[config.mk]
export PLATFORM = sky130hd
export DESIGN_NAME = a2d_spi_master_flat
export DESIGN_NICKNAME = d
export VERILOG_FILES = /design/src/rtl/a2d_spi_master_pkg.sv /design/src/rtl/a2d_spi_master_if.sv /design/src/rtl/a2d_spi_master_frame.sv /design/src/rtl/a2d_spi_master.sv /design/src/flat_wrapper.sv
export SDC_FILE = /design/constraint.sdc
export NUM_CORES = 1
export LEC_CHECK = 0
export BUFFER_PORTS_ARGS = -buffer_cell sky130_fd_sc_hd__buf_2
export CAP_MARGIN = 20
export CORE_MARGIN = 4
export CORE_UTILIZATION = 40
export CTS_CLUSTER_SIZE = 14
export DETAILED_ROUTE_END_ITERATION = 10
export PLACE_DENSITY = 0.67
export SETUP_SLACK_MARGIN = 0.15
export SYNTH_ARGS = -nofsm -noshare
export SYNTH_HDL_FRONTEND = slang
export SYNTH_SLANG_ARGS = --single-unit
[constraint.sdc]
create_clock -name clk -period 2.2 [get_ports clk]
set_input_delay 0.11 -clock clk [delete_from_list [all_inputs] [get_ports clk]]
set_output_delay 0.11 -clock clk [all_outputs]
set_load 0.005 [all_outputs]
[src/rtl/a2d_spi_master_pkg.sv]
// Shared types and constants for the slide-pot ADC SPI master.
// The ADC command word is {pad, channel, pad}; the result is 12 bits.
package a2d_spi_master_pkg;

  localparam int CH_W       = 3;
  localparam int RES_W      = 12;
  localparam int FRAME_BITS = 16;

  localparam int DIV_W_DFLT       = 5;
  localparam int FRONT_PORCH_DFLT = 10;
  localparam int GAP_DFLT         = 32;

  localparam logic [1:0]  CMD_PAD_HI = 2'b00;
  localparam logic [10:0] CMD_PAD_LO = 11'h000;

  typedef enum logic [1:0] {
    ST_IDLE,
    ST_FRAME1,
    ST_GAP,
    ST_FRAME2
  } state_t;

  function automatic logic [FRAME_BITS-1:0] make_cmd(input logic [CH_W-1:0] ch);
    return {CMD_PAD_HI, ch, CMD_PAD_LO};
  endfunction

endpackage

[src/rtl/a2d_spi_master_if.sv]
// Sequencer handshake plus the four ADC SPI wires.
// The master modport is the view of the SPI master block itself.
interface a2d_spi_master_if;
  import a2d_spi_master_pkg::*;

  logic             strt_cnv;
  logic [CH_W-1:0]  chnnl;
  logic             cnv_cmplt;
  logic [RES_W-1:0] res;
  logic             a2d_SS_n;
  logic             SCLK;
  logic             MOSI;
  logic             MISO;

  modport master (
    input  strt_cnv,
    input  chnnl,
    input  MISO,
    output cnv_cmplt,
    output res,
    output a2d_SS_n,
    output SCLK,
    output MOSI
  );

  modport slave (
    output strt_cnv,
    output chnnl,
    output MISO,
    input  cnv_cmplt,
    input  res,
    input  a2d_SS_n,
    input  SCLK,
    input  MOSI
  );

endinterface

[src/rtl/a2d_spi_master_frame.sv]
// One 16-bit SPI frame: divider-derived SCLK, chip select, MOSI shift-out
// and MISO capture. done flags the edge on which SS_n returns high.
module a2d_spi_master_frame
  import a2d_spi_master_pkg::*;
#(
  parameter int DIV_W       = DIV_W_DFLT,
  parameter int FRONT_PORCH = FRONT_PORCH_DFLT
) (
  input  logic                  clk,
  input  logic                  rst_n,
  input  logic                  start,
  input  logic [FRAME_BITS-1:0] tx_word,
  input  logic                  miso,
  output logic                  done,
  output logic [RES_W-1:0]      rx_word,
  output logic                  ss_n,
  output logic                  sclk,
  output logic                  mosi
);

  localparam int CNT_W = $clog2(FRAME_BITS + 1);
  localparam logic [DIV_W-1:0] PRELOAD = DIV_W'((2 ** DIV_W) - FRONT_PORCH);
  localparam logic [DIV_W-1:0] RISE_PT = DIV_W'((2 ** (DIV_W - 1)) - 1);
  localparam logic [DIV_W-1:0] FALL_PT = '1;

  logic [DIV_W-1:0]      div;
  logic [FRAME_BITS-1:0] shift;
  logic [CNT_W-1:0]      rise_cnt;
  logic                  miso_q;
  logic                  rise_pt;
  logic                  fall_pt;
  logic                  last_fall;

  assign rise_pt   = !ss_n && (div == RISE_PT);
  assign fall_pt   = !ss_n && (div == FALL_PT);
  assign last_fall = fall_pt && (rise_cnt == CNT_W'(FRAME_BITS));

  always_ff @(posedge clk or negedge rst_n) begin
    if (!rst_n) begin
      ss_n     <= 1'b1;
      div      <= PRELOAD;
      shift    <= '0;
      rise_cnt <= '0;
      miso_q   <= 1'b0;
    end else if (start && ss_n) begin
      ss_n     <= 1'b0;
      div      <= PRELOAD;
      shift    <= tx_word;
      rise_cnt <= '0;
    end else if (!ss_n) begin
      // The closing fall point reloads the divider so SCLK never drops.
      if (last_fall) begin
        ss_n <= 1'b1;
        div  <= PRELOAD;
      end else begin
        div <= div + 1'b1;
      end
      if (rise_pt) begin
        miso_q   <= miso;
        rise_cnt <= rise_cnt + 1'b1;
      end
      // The first fall of a frame only exposes the MSB already on MOSI.
      if (fall_pt && (rise_cnt != '0)) begin
        shift <= {shift[FRAME_BITS-2:0], miso_q};
      end
    end
  end

  assign sclk    = div[DIV_W-1];
  assign mosi    = shift[FRAME_BITS-1];
  assign done    = last_fall;
  assign rx_word = {shift[RES_W-2:0], miso_q};

endmodule

[src/rtl/a2d_spi_master.sv]
// Two-frame ADC conversion sequencer: command frame, chip-select gap,
// result frame, then a sticky completion flag with the captured result.
module a2d_spi_master
  import a2d_spi_master_pkg::*;
#(
  parameter int DIV_W       = DIV_W_DFLT,
  parameter int FRONT_PORCH = FRONT_PORCH_DFLT,
  parameter int GAP         = GAP_DFLT
) (
  input logic              clk,
  input logic              rst_n,
  a2d_spi_master_if.master bus
);

  localparam int GAP_CNT_W = $clog2(GAP + 1);

  state_t                state;
  logic [CH_W-1:0]       ch_lat;
  logic [GAP_CNT_W-1:0]  gap_cnt;
  logic [RES_W-1:0]      res;
  logic                  cnv_cmplt;
  logic                  gap_end;
  logic                  frame_start;
  logic                  frame_done;
  logic [FRAME_BITS-1:0] tx_word;
  logic [RES_W-1:0]      rx_word;
  logic                  ss_n;
  logic                  sclk;
  logic                  mosi;

  assign gap_end     = (state == ST_GAP) && (gap_cnt == GAP_CNT_W'(GAP - 1));
  assign frame_start = ((state == ST_IDLE) && bus.strt_cnv) || gap_end;
  // Frame 1 loads straight from chnnl on the accepting edge; frame 2 repeats the latch.
  assign tx_word     = make_cmd((state == ST_IDLE) ? bus.chnnl : ch_lat);

  a2d_spi_master_frame #(
    .DIV_W       (DIV_W),
    .FRONT_PORCH (FRONT_PORCH)
  ) u_frame (
    .clk     (clk),
    .rst_n   (rst_n),
    .start   (frame_start),
    .tx_word (tx_word),
    .miso    (bus.MISO),
    .done    (frame_done),
    .rx_word (rx_word),
    .ss_n    (ss_n),
    .sclk    (sclk),
    .mosi    (mosi)
  );

  always_ff @(posedge clk or negedge rst_n) begin
    if (!rst_n) begin
      state     <= ST_IDLE;
      ch_lat    <= '0;
      gap_cnt   <= '0;
      res       <= '0;
      cnv_cmplt <= 1'b0;
    end else begin
      case (state)
        ST_IDLE: begin
          if (bus.strt_cnv) begin
            state     <= ST_FRAME1;
            ch_lat    <= bus.chnnl;
            cnv_cmplt <= 1'b0;
          end
        end
        ST_FRAME1: begin
          if (frame_done) begin
            state   <= ST_GAP;
            gap_cnt <= '0;
          end
        end
        ST_GAP: begin
          if (gap_end) begin
            state <= ST_FRAME2;
          end else begin
            gap_cnt <= gap_cnt + 1'b1;
          end
        end
        ST_FRAME2: begin
          if (frame_done) begin
            state     <= ST_IDLE;
            res       <= rx_word;
            cnv_cmplt <= 1'b1;
          end
        end
        default: state <= ST_IDLE;
      endcase
    end
  end

  assign bus.cnv_cmplt = cnv_cmplt;
  assign bus.res       = res;
  assign bus.a2d_SS_n  = ss_n;
  assign bus.SCLK      = sclk;
  assign bus.MOSI      = mosi;

endmodule

[src/flat_wrapper.sv]
// flat-port wrapper written by rule: the top's interface ports become plain ports
module a2d_spi_master_flat import a2d_spi_master_pkg::*;
#(
  parameter int DIV_W       = DIV_W_DFLT,
  parameter int FRONT_PORCH = FRONT_PORCH_DFLT,
  parameter int GAP         = GAP_DFLT
)
  (clk, rst_n, bus_strt_cnv, bus_chnnl, bus_MISO, bus_cnv_cmplt, bus_res, bus_a2d_SS_n, bus_SCLK, bus_MOSI);
  a2d_spi_master_if bus_i ();
  input logic clk;
  input logic rst_n;
  input wire logic [$bits(bus_i.strt_cnv)-1:0] bus_strt_cnv;
  input wire logic [$bits(bus_i.chnnl)-1:0] bus_chnnl;
  input wire logic [$bits(bus_i.MISO)-1:0] bus_MISO;
  output wire logic [$bits(bus_i.cnv_cmplt)-1:0] bus_cnv_cmplt;
  output wire logic [$bits(bus_i.res)-1:0] bus_res;
  output wire logic [$bits(bus_i.a2d_SS_n)-1:0] bus_a2d_SS_n;
  output wire logic [$bits(bus_i.SCLK)-1:0] bus_SCLK;
  output wire logic [$bits(bus_i.MOSI)-1:0] bus_MOSI;
  assign bus_i.strt_cnv = bus_strt_cnv;
  assign bus_i.chnnl = bus_chnnl;
  assign bus_i.MISO = bus_MISO;
  assign bus_cnv_cmplt = bus_i.cnv_cmplt;
  assign bus_res = bus_i.res;
  assign bus_a2d_SS_n = bus_i.a2d_SS_n;
  assign bus_SCLK = bus_i.SCLK;
  assign bus_MOSI = bus_i.MOSI;
  a2d_spi_master #(.DIV_W(DIV_W), .FRONT_PORCH(FRONT_PORCH), .GAP(GAP)) u_core (.clk(clk), .rst_n(rst_n), .bus(bus_i));
endmodule
==> impl_results.md <==
- Worst-Margin Slew: 0.4192 ns
- Die Y: between 80 and 90 um
- H-Tree Depth: 2
- Largest net degree at the start of global routing: 22
- Worst Path Arrival: about 2.3 ns
- DR iter-0 viols: 76
- Synth Instances: around 230
- Worst Path Required: 2.41 ns
- TritonCTS clock tree: done
- Max-cap violations: 0
- Clk sinks: between 50 and 60
- Status: complete, no violations
- Hpwl dp: ~3.5 mm
- PnR worst setup slack: between 0.1 and 0.15 ns
- Kind of critical path: flop to flop
- Placed Area: ~2800 um2
- Initial antenna violation count: 0
- Final hold vios: 0
- Fin nets: 280
- Vias in the first global route: around 1700
- Number of synthesized flops with an enable pin: 0
- DR pass1 iterations: 4
- # port buffers: 22
- Design area: 3003 um2
- Floorplan row count: 29
- Final period util: just over 90%
- Routed Antenna Nets: 0
- Area of the die: approximately 7800 um2
- Setup tns final: 0 ns
- Buffers & Inverters on Critical Path: 0
- Dpl ws: about 0.071 ns
- F_max: between 400 and 500 MHz
- CP endpoint kind: flop
- Post-synth top area share: 46.49%
- Post-synthesis sequential area ratio: 50.56%
- Core area: between 6000 and 7000 um2
- First-pass GRT wire length: just over 8 mm
- Critical path startpoint category: flop
- Worst min-delay path class: primary input to flop
- Final GP Congestion: just over 0.8
- Post-synth top area cell: dfrtp_1
- Number of diodes: 0
- CP Launch Point: u_core.u_frame.div[1]
- Slowest-stage cell, CP: dfstp_2
- Detailed Route WL: 4.866 mm
- Delay-heaviest family, CP: simple AND/OR/NAND/NOR gates
- Final setup viols: 0
- Later-pin clock latency in the skew report: 0.31 ns
- Synthesized area: around 2600 um2
- FF+latch count, synth: 52
- Reg clk slew, reported paths: around 0.11 ns
- Clk_skew: between 0.01 and 0.015 ns
- Io pins: 23
- CP Cell Sequence: ha_4, and3_4, ha_4, nor2b_4, and3_4, nand2_4, mux2_4
- Syn Nets: about 250
- Hold Startpoint: bus_MISO
- Remaining global-route overflow: 0
- Post-DR vias/cell: ~5.2
- CP max stage delay: 0.56 ns
- Max_slew headroom: around 70%
- Crit-path max FO: 6
- Gr usage total: approximately 14%
- Final hold slack: 0.04361 ns
- Minimum setup slack among reg-to-reg paths: between 0.1 and 0.15 ns
- Synth unique cells: 44
- Share of layout cells above drive strength 1: roughly a third
- Starting density of the core: ~40%
- Most used DFF post-synth: dfrtp_1
- Peak VDD IR: 0.2627 mV
- CTS root buffer: clkbuf_8
- Warnings from Yosys: 0
- RSZ-0062 raised after global routing: true
- Most frequent cells after synthesis: 48 x dfrtp_1, 37 x nand2_1, 19 x a21oi_1
- Fill count: 620
- Die width: 88.37 um
- DRC viols: 0
- Reg area: between 1000 and 1500 um2
- Pwr Density: ~520 nW/um2
- Multi-input gate area: 1255 um2
- Max-slew violations: 0
- Num CTS Buffers: 5
- Mean post-synth cell area: 11.38 um2
- Avg WL per Cell: ~14 um
- Area contributors post-synth: dfrtp_1 46%, mux2_4 5.8%, nand2_1 5.4%
- Routed vias: 1775
- Async set or reset register ratio after synthesis: 100.0%
- Count leader, synth: dfrtp_1
- Clk buf depth: 2
- Period minus WS final: 2.052 ns
- Pleak: about 0.0014 uW
- Synth-to-layout area growth: 16.22%
- Worst r2r src: u_core.u_frame.div[1]
==> placed cells by master, fill, tap and decap left out, types with 2 or more instances in the layout <==
master,n
buf_2,22
ha_1,9
mux2_2,11
ha_4,2
a21oi_1,19
mux2_4,10
dfstp_2,4
nand2_1,37
nand3_1,7
inv_6,2
nand4_1,4
o22ai_1,2
mux2i_1,6
inv_1,9
o21ai_0,10
nor2b_1,2
nand2b_1,2
buf_4,13
clkbuf_8,5
nor2_1,9
dfrtp_1,48
and3_4,2
xor2_1,3
==> cells by family after synthesis <==
logic type / synth area share [%]
and+or+nand+nor: 14.19
DFF: 50.56
AOI/OAI and AO/OA: 11.87
muxes: 12.93
buffers and inverters: 3.777
adders and majority gates: 5.327
xor gates and xnor gates: 1.356
==> area by class of cell <==
class,instances,area share [%]
clock buffers,5,2.292
clock inverters,3,0.8333
multi-input cells,158,41.79
inverters,9,1.125
well taps,77,3.208
repair buffers,36,7.250
flip-flops and latches,52,43.50
==> through the flow <==
step	total power [uW]	utilization [%]	std cells
after floorplan	980.1	-	227
after global placement	1009	44.33	326
after detailed placement	1010	44.33	326
after CTS	1588	47.42	339
after global routing	1627	47.56	340
final	1564	47.56	340
==> worst reg2reg max path: cells and delay by family, from the launching register on <==
kind	cells	cell delay (ns)
adders and majority gates	2	0.26
DFF	1	0.56
muxes	1	0.33
and+or+nand+nor	4	0.81
==> power breakdown <==
group / switching [uW] / internal (uW) / total [uW]
Clock: 341 / 233 / 573
Sequential: 1.51 / 957 / 959
Combinational: 22.7 / 9.51 / 32.2
Total: 365 / 1200 / 1560
==> repair_timing <==
action                     4_1_cts  5_1_grt
cloned                           1        0
gates resized for setup          8        1
hold endpoints to repair        15        0
buffers inserted                 3        1
setup endpoints to repair       24       27
pin swaps                        0        0
hold buffers                     1        0
==> final timing paths <==
path / cells past startpoint / end
max: 7 / u_core.bus.res[2]
min: 2 / u_core.u_frame.miso_q
max reg2reg: 7 / u_core.bus.res[2]
min reg2reg: 1 / u_core.ch_lat[0]
max in group asynchronous: 3 / u_core.u_frame.ss_n
min in group asynchronous: 2 / u_core.bus.res[5]
==> metal layers <==
layer	share of wire, %	up-vias	global-route usage, %
li1	-	867	-
met1	46	873	17.95
met2	50	27	22.50
met3	3.0	8	2.607
met4	1.6	0	4.533
met5	0	-	0
==> state kept, by name, indices dropped and copies added (netlist names), 2 cells and up <==
name / flops
u_core.state: 2
u_core.bus.res: 12
u_core.u_frame.rise_cnt: 5
u_core.u_frame.shift: 16
u_core.gap_cnt: 6
u_core.ch_lat: 3
u_core.u_frame.div: 5
Note: power is estimated with default switching activity, not from simulation.
